File: src/rtl/regfile_pkg.sv
// regfile_pkg: shared defaults and helpers for the scoreboarded register file
package regfile_pkg;
  localparam int DEF_WIDTH = 32;
  localparam int DEF_DEPTH = 32;
  localparam int DEF_NREAD = 2;
  function automatic logic is_zero(input int unsigned addr);
    return addr == 0;
  endfunction
  function automatic int cnt_w(input int depth);
    return $clog2(depth) + 1;
  endfunction
endpackage

File: src/rtl/regfile_read_port.sv
// regfile_read_port: one combinational read port with zero register, write bypass and hazard flag
module regfile_read_port
  import regfile_pkg::*;
#(
  parameter int WIDTH = DEF_WIDTH,
  parameter int DEPTH = DEF_DEPTH,
  localparam int AW = $clog2(DEPTH)
) (
  input  logic [AW-1:0]               addr,
  input  logic [DEPTH-1:0][WIDTH-1:0] regs,
  input  logic [DEPTH-1:0]            busy,
  input  logic                        wr_en,
  input  logic [AW-1:0]               wr_addr,
  input  logic [WIDTH-1:0]            wr_data,
  output logic [WIDTH-1:0]            rd_data,
  output logic                        rd_busy
);
  logic byp;
  assign byp = wr_en && wr_addr == addr;
  assign rd_data = is_zero(32'(addr)) ? '0 : byp ? wr_data : regs[addr];
  assign rd_busy = busy[addr] && !byp;
endmodule

File: src/rtl/regfile_scoreboard.sv
// regfile_scoreboard: register file with write-through bypass and per-register pending-write scoreboard
module regfile_scoreboard
  import regfile_pkg::*;
#(
  parameter int WIDTH = DEF_WIDTH,
  parameter int DEPTH = DEF_DEPTH,
  parameter int NREAD = DEF_NREAD,
  localparam int AW = $clog2(DEPTH),
  localparam int PW = cnt_w(DEPTH)
) (
  input  logic                   clk,
  input  logic                   rst,
  input  logic [NREAD*AW-1:0]    rd_addr,
  output logic [NREAD*WIDTH-1:0] rd_data,
  output logic [NREAD-1:0]       rd_busy,
  input  logic                   wr_en,
  input  logic [AW-1:0]          wr_addr,
  input  logic [WIDTH-1:0]       wr_data,
  input  logic                   issue_en,
  input  logic [AW-1:0]          issue_addr,
  output logic                   issue_ok,
  output logic [AW:0]            pending,
  output logic                   err
);
  logic [DEPTH-1:0][WIDTH-1:0] mem;
  logic [DEPTH-1:0] busy, busy_nxt;
  logic wr_live, clr, acc;
  assign wr_live = wr_en && !is_zero(32'(wr_addr));
  assign clr = wr_live && busy[wr_addr];
  assign issue_ok = is_zero(32'(issue_addr)) || !busy[issue_addr] || (wr_en && wr_addr == issue_addr);
  assign acc = issue_en && issue_ok && !is_zero(32'(issue_addr));
  // set after clear so a same-address issue leaves the new producer busy
  always_comb begin
    busy_nxt = busy;
    if (wr_live) busy_nxt[wr_addr] = 1'b0;
    if (acc) busy_nxt[issue_addr] = 1'b1;
  end
  always_ff @(posedge clk) begin
    if (rst) begin
      mem <= '0;
      busy <= '0;
      pending <= '0;
      err <= 1'b0;
    end else begin
      if (wr_live) mem[wr_addr] <= wr_data;
      busy <= busy_nxt;
      pending <= pending + PW'(acc) - PW'(clr);
      if ((wr_live && !busy[wr_addr]) || (issue_en && !issue_ok)) err <= 1'b1;
    end
  end
  for (genvar i = 0; i < NREAD; i++) begin : g_rp
    regfile_read_port #(.WIDTH(WIDTH), .DEPTH(DEPTH)) u_rp (
      .addr   (rd_addr[i*AW +: AW]),
      .regs   (mem),
      .busy   (busy),
      .wr_en  (wr_en),
      .wr_addr(wr_addr),
      .wr_data(wr_data),
      .rd_data(rd_data[i*WIDTH +: WIDTH]),
      .rd_busy(rd_busy[i])
    );
  end
endmodule

File: config.mk
export PLATFORM = sky130hd
export DESIGN_NAME = regfile_scoreboard
export DESIGN_NICKNAME = d
export VERILOG_FILES = /design/src/rtl/regfile_pkg.sv /design/src/rtl/regfile_read_port.sv /design/src/rtl/regfile_scoreboard.sv
export SDC_FILE = /design/constraint.sdc
export NUM_CORES = 2
export LEC_CHECK = 0
export CAP_MARGIN = 40
export CORE_MARGIN = 3
export CORE_UTILIZATION = 52
export DETAILED_ROUTE_END_ITERATION = 10
export MAX_ROUTING_LAYER = met4
export PLACE_DENSITY = 0.75
export REMOVE_ABC_BUFFERS = 1
export SLEW_MARGIN = 15
export SYNTH_ARGS = -nofsm -noshare
export SYNTH_HDL_FRONTEND = slang
export SYNTH_SLANG_ARGS = --single-unit
File: constraint.sdc
create_clock -name clk -period 5.9 [get_ports clk]
set_input_delay 1.475 -clock clk [delete_from_list [all_inputs] [get_ports clk]]
set_output_delay 1.475 -clock clk [all_outputs]
set_load 0.05 [all_outputs]
== After elaboration in Yosys (flattened, before gate mapping) ==
Cells that the tools add are included.

* Register bits after elaboration: 1063
* Input bits: 56
* Word-level logic and storage cells: 101
* Output and inout bits: 74

* Muxes and demuxes: 25
* Bitwise operators: 3
* Eq/ne operators: 3
* Add/subtract/negate cells: 2
* Reductions and logical operators: 27
* Magnitude comparators: 6

{| class="wikitable"
|+ Operator list
! kind !! count
|-
| 1024-bit bitwise mux || 1
|-
| 32-bit binary-select mux with 5-bit select || 2
|-
| 32-bit 2-to-1 mux || 9
|-
| 32-bit demux with 5-bit select || 1
|-
| 32-bit AND || 1
|-
| 32-bit inverter || 1
|-
| 32-bit OR || 1
|-
| 5-bit by 6-bit < comparator with 1-bit output (second input constant) || 4
|-
| 1-bit binary-select mux with 5-bit select || 4
|-
| 5-bit zero test || 4
|-
| 5-bit equality test || 3
|-
| 1-bit logical AND || 13
|-
| 1-bit demux with 5-bit select || 2
|-
| 5-bit by 1-bit greater-or-equal comparator with 1-bit output (second input constant) || 2
|-
| 1-bit zero test || 7
|-
| 6-bit by 1-bit adder with 6-bit output || 1
|-
| 1-bit 2-to-1 mux || 6
|-
| 6-bit by 1-bit subtractor with 6-bit output || 1
|-
| 1-bit logical OR || 3
|}

== Depth between registers and ports, before layout ==
* Depth in word-level cells: 9
* Gate-level depth with buffers: 17
* Mapped depth without buffers: 16

== By module ==
Synthesis repeated with hierarchy kept, for this count alone.

* Cell total of the unflattened synthesis: 6443
* Area, all modules: 55873.6 sq um

{| class="wikitable"
|+ Modules (own cells, without submodules)
! module !! sequential area each (sq um) !! area each (sq um) !! instances !! cells an instance
|-
| regfile_scoreboard || 21280.4 || 37501.0 || 1 || 4785
|-
| regfile_read_port || 0.0 || 9186.3 || 2 || 829
|}

== Worst setup path before layout ==
Ideal clock, no wire load.

* Kind: input port to output port
* From: input port rd_addr[5]
* To: output port rd_data[43]
* Arrival time: 4145 ps
* Slack: 280 ps
* Cell stages on the path: 10
* Path through: buf_2 -> buf_6 -> buf_6 -> buf_6 -> buf_4 -> buf_2 -> mux4_2 -> mux4_2 -> nor2_1 -> o31ai_1

* Longest elaborated chain between the ends: 4

{| class="wikitable"
|+ RTL lines
! item !! line !! source
|-
| start, declared || regfile_scoreboard.sv:13 || <nowiki>input logic [NREAD*AW-1:0] rd_addr,</nowiki>
|-
| 32-bit binary-select mux with 5-bit select or 5-bit equality test (tied branches) || regfile_read_port.sv:20, regfile_read_port.sv:19 ||
|-
| 32-bit 2-to-1 mux (not written as such) or 1-bit logical AND (tied branches) || regfile_read_port.sv:20, regfile_read_port.sv:19 ||
|-
| 32-bit 2-to-1 mux || regfile_read_port.sv:20 || <nowiki>assign rd_data = is_zero(32'(addr)) ? '0 : byp ? wr_data : regs[addr];</nowiki>
|-
| 32-bit 2-to-1 mux (*) || regfile_read_port.sv:20 ||
|-
| end, declared || regfile_scoreboard.sv:14 || <nowiki>output logic [NREAD*WIDTH-1:0] rd_data,</nowiki>
|}

Mark *: on every way between the ends. The rest lies on a longest branch, timed or not. The select of a mux whose other input is x is not followed.

== Worst setup path after layout ==
* From: input port wr_addr[2]
* To: output port rd_data[33]

* Longest elaborated chain between the ends: 4

{| class="wikitable"
|+ RTL lines
! item !! line !! source
|-
| start, declared || regfile_scoreboard.sv:17 || <nowiki>input logic [AW-1:0] wr_addr,</nowiki>
|-
| 5-bit equality test || regfile_read_port.sv:19 || <nowiki>assign byp = wr_en && wr_addr == addr;</nowiki>
|-
| 1-bit logical AND || regfile_read_port.sv:19 ||
|-
| 32-bit 2-to-1 mux (2 in series) || regfile_read_port.sv:20 ||
|}

Every way passes these cells.

==> summary.md <==
| Metric | Value |
|---|---|
| Hold Violations, Final | `0` |
| Tcrit/Tclk final | `100%` |
| Most area-consuming cells after synthesis | `dfxtp_1 39%, mux4_2 22%, nand2_1 15%` |
| Flops & latches, synth | `approximately 1100` |
| Max incr delay on CP | `around 790 ps` |
| Skew-Pair Late Insertion Delay | `roughly 710 ps` |
| Arrival time at the worst endpoint | `roughly 4400 ps` |
| Row count | `118` |
| Overflow after GRT | `0` |
| H-tree levels | `3` |
| Root Driver | `clkbuf_16` |
| Worst Path Max Fanout | `15` |
| Reg2Reg Depth | `16` |
| Most used cell, CP | `buf_12` |
| Area leader, netlist | `dfxtp_1` |
| Min Clock Period, post-route | `slightly below 6000 ps` |
| Endpoints failing setup | `1` |
| Crit-path slowest cell | `clkdlybuf4s50_1` |
| Worst Setup Start Kind | `input pin` |
| Syn-to-layout area delta | `14.1%` |
| FF-to-FF Start | `busy[31]$_SDFF_PP0_` |
| IO Count | `130` |
| Avg Inst Size Synth | `between 8 and 9 sq um` |
| DRT iter0 DRCs | `approximately 8400` |
| PortBufs | `129` |
| Setup WS post-layout | `-12.6 ps` |
| Slew @ Worst Pin | `1320 ps` |
| Vias in the first global route | `around 50000` |
| Crit. path cell count | `9` |
| Largest net degree at the start of global routing | `about 230` |
| Worst setup path end | `rd_data[33]` |
| GPL Wtd Cong | `a little under 1` |
| Slew Viols, Final | `0` |
| Number of flops mapped to enable cells by yosys | `0` |
| Crit path cell chain | `clkdlybuf4s50_1 > xor2_1 > nor4_1 > and3_1 > or2_2 > buf_12 > a2111oi_0 > a21o_1 > buf_12` |
| Crit end category | `output pin` |
| P_leak | `just over 0.02 uW` |
| Status | `finished, violations left` |
| Max-cap viol count | `0` |
| Power Density | `approximately 270 nW/um^2` |
| Worst setup path category | `in2out` |
| Most common library cell in the layout ignoring fill and taps | `nand2_1` |
| Peak supply drop | `0.232 mV` |
| Die H | `between 300 and 400 microns` |
| First-pass GRT wire length | `between 300 and 400 mm` |
| FF-to-FF End | `pending[4]$_SDFF_PP0_` |
| Core area | `104000 sq um` |
| Post-Place Cell Area | `around 59000 sq um` |
| Starting Density | `52.7%` |
| CTS Buf Count | `roughly 110` |
| Crit path buf inv count | `3` |
| Placed Cells | `roughly 7300` |
| Vias/cell | `about 6.9` |
| Share of cells above drive strength 1 | `between 10% and 20%` |
| CTS Buffer Depth | `3` |
| DRC viols | `0` |
| Initial antenna violation count | `9` |
| Library cells used by synthesis | `between 50 and 60` |
| Final WL | `~220 mm` |
| Dpl ws | `about 80 ps` |
| Largest delay share family, worst path | `buffers and inverters` |
| Highest-count cells in the layout ignoring fill and taps | `2097 x nand2_1, 1063 x dfxtp_1, 1015 x a21oi_1, 529 x mux4_2, 227 x buf_4` |
| Failing checks | `setup timing` |
| Post-DRT Antenna Nets | `0` |
| Die X-Extent | `approximately 330 microns` |
| Unrepaired setup endpoints after global routing | `false` |
| Non-filler instance count after layout | `about 7500` |
| Reg clk slew, reported paths | `~60 ps` |
| Final net count | `about 6100` |
| Sequential area share after synthesis | `between 30 and 40%` |
| Clk sink count | `approximately 1100` |
| Yosys top cell area share | `approximately two fifths` |
| Worst hold path class | `reg2reg` |
| Hpwl dp | `132 mm` |
| Worst path required time | `4430 ps` |
| Top achievable clock speed | `around 170 MHz` |
| R2r setup slk | `approximately 2400 ps` |
| Worst rel slew slack | `approximately an eighth` |
| Crit. Startpoint | `wr_addr[2]` |
| DR vias | `approximately 51000` |
| Main flop type after synthesis | `dfxtp_1` |
| Routed WL per cell | `28.9 microns` |
| Final core occ | `roughly three fifths` |
| Die area | `approximately 110000 sq um` |
| Synth Cell Area | `55000 sq um` |
| Drt first pass iters | `10` |
| Fin Clk Skew | `about 7.7 ps` |
| Mapped Cells | `6177` |
| Synth Warn # | `0` |
| Fin area | `approximately 63000 sq um` |
| CTS tree | `done` |
| GRT Total Usage | `40.0%` |
| Asr flop ratio synth | `0%` |
[cell usage after synthesis, drive strengths merged, types with 33 or more instances]
master / count
a21oi: 1015
dfxtp: 1063
nor2: 89
nand2: 2128
nor2b: 60
clkbuf: 522
o22ai: 44
mux2i: 168
buf: 137
nand3b: 36
mux4: 529
o21ai: 60
mux2: 33
[cell families after synthesis]
kind of cell / share of synthesized area (%)
compound gates: 13.2
xor+xnor: 0.319
fa+ha+maj: 0.173
buf+inv: 5.08
flops: 38.7
mux: 25.4
simple gates: 17.1
[sequential cells by signal (all words and copies together) (netlist names)]
| name | flops |
|---|---|
| busy | 32 |
| mem | 1024 |
| err | 1 |
| pending | 6 |
[where the power goes]
group | switching, uW | internal, uW | total [uW] | leakage, uW
registers | 51.6 | 7240 | 7290 | 0.00857
logic | 1270 | 698 | 1960 | 0.0102
clock network | 3090 | 4360 | 7450 | 0.00188
[worst register-to-register path, delay by kind of cell (launching register included)]
family	cells	cell delay, ps
simple gates	6	1050
compound gates	4	620
xor+xnor	1	160
buf+inv	1	40
flops	1	380
mux	1	170
fa+ha+maj	3	930
[layout make-up]
| class | count | area [sq um] |
|---|---|---|
| inverters | 10 | 40.0 |
| clock inverters | 44 | 622 |
| well taps | 1380 | 1730 |
| repair buffers | 398 | 4560 |
| flip-flops and latches | 1063 | 21300 |
| fillers | 8568 | 41600 |
| diodes | 15 | 37.5 |
| multi-input cells | 4445 | 31200 |
| clock buffers | 156 | 3180 |
[stage by stage]
stage / hold WS (ps) / power (uW) / setup TNS (ps)
after floorplan: 437 / 8200 / 0
after global placement: 448 / 9330 / 0
after detailed placement: 456 / 9350 / 0
after CTS: 466 / 16600 / 0
after global routing: 477 / 17000 / 0
final: 467 / 16700 / -12.6
[repair_timing]
item / 4_1_cts / 5_1_grt
setup buffers: 0 / 0
hold buffers: 0 / 0
endpoints found under the setup margin: 0 / 2
gates resized for setup: 0 / 2
[routing by layer]
metal / routed length, microns / share of wire (%) / GRT usage (%)
met5: 0 / 0 / -
met3: 34300 / 16 / 13.3
met2: 90300 / 42 / 55.7
met1: 72100 / 33 / 48.0
met4: 20400 / 9.4 / 29.9
[worst min-delay path by stage]
stage	from	end	slack, ps	depth (start not counted)
global placement	mem[745]$_SDFFE_PP0P_	mem[745]$_SDFFE_PP0P_	450	2
global route	mem[747]$_SDFFE_PP0P_	mem[747]$_SDFFE_PP0P_	480	2
CTS	mem[472]$_SDFFE_PP0P_	mem[472]$_SDFFE_PP0P_	470	2
floorplan	mem[1022]$_SDFFE_PP0P_	mem[1022]$_SDFFE_PP0P_	440	2
finish	mem[492]$_SDFFE_PP0P_	mem[492]$_SDFFE_PP0P_	470	2
detailed placement	mem[595]$_SDFFE_PP0P_	mem[595]$_SDFFE_PP0P_	460	2
Note: power is estimated with default switching activity, not from simulation.
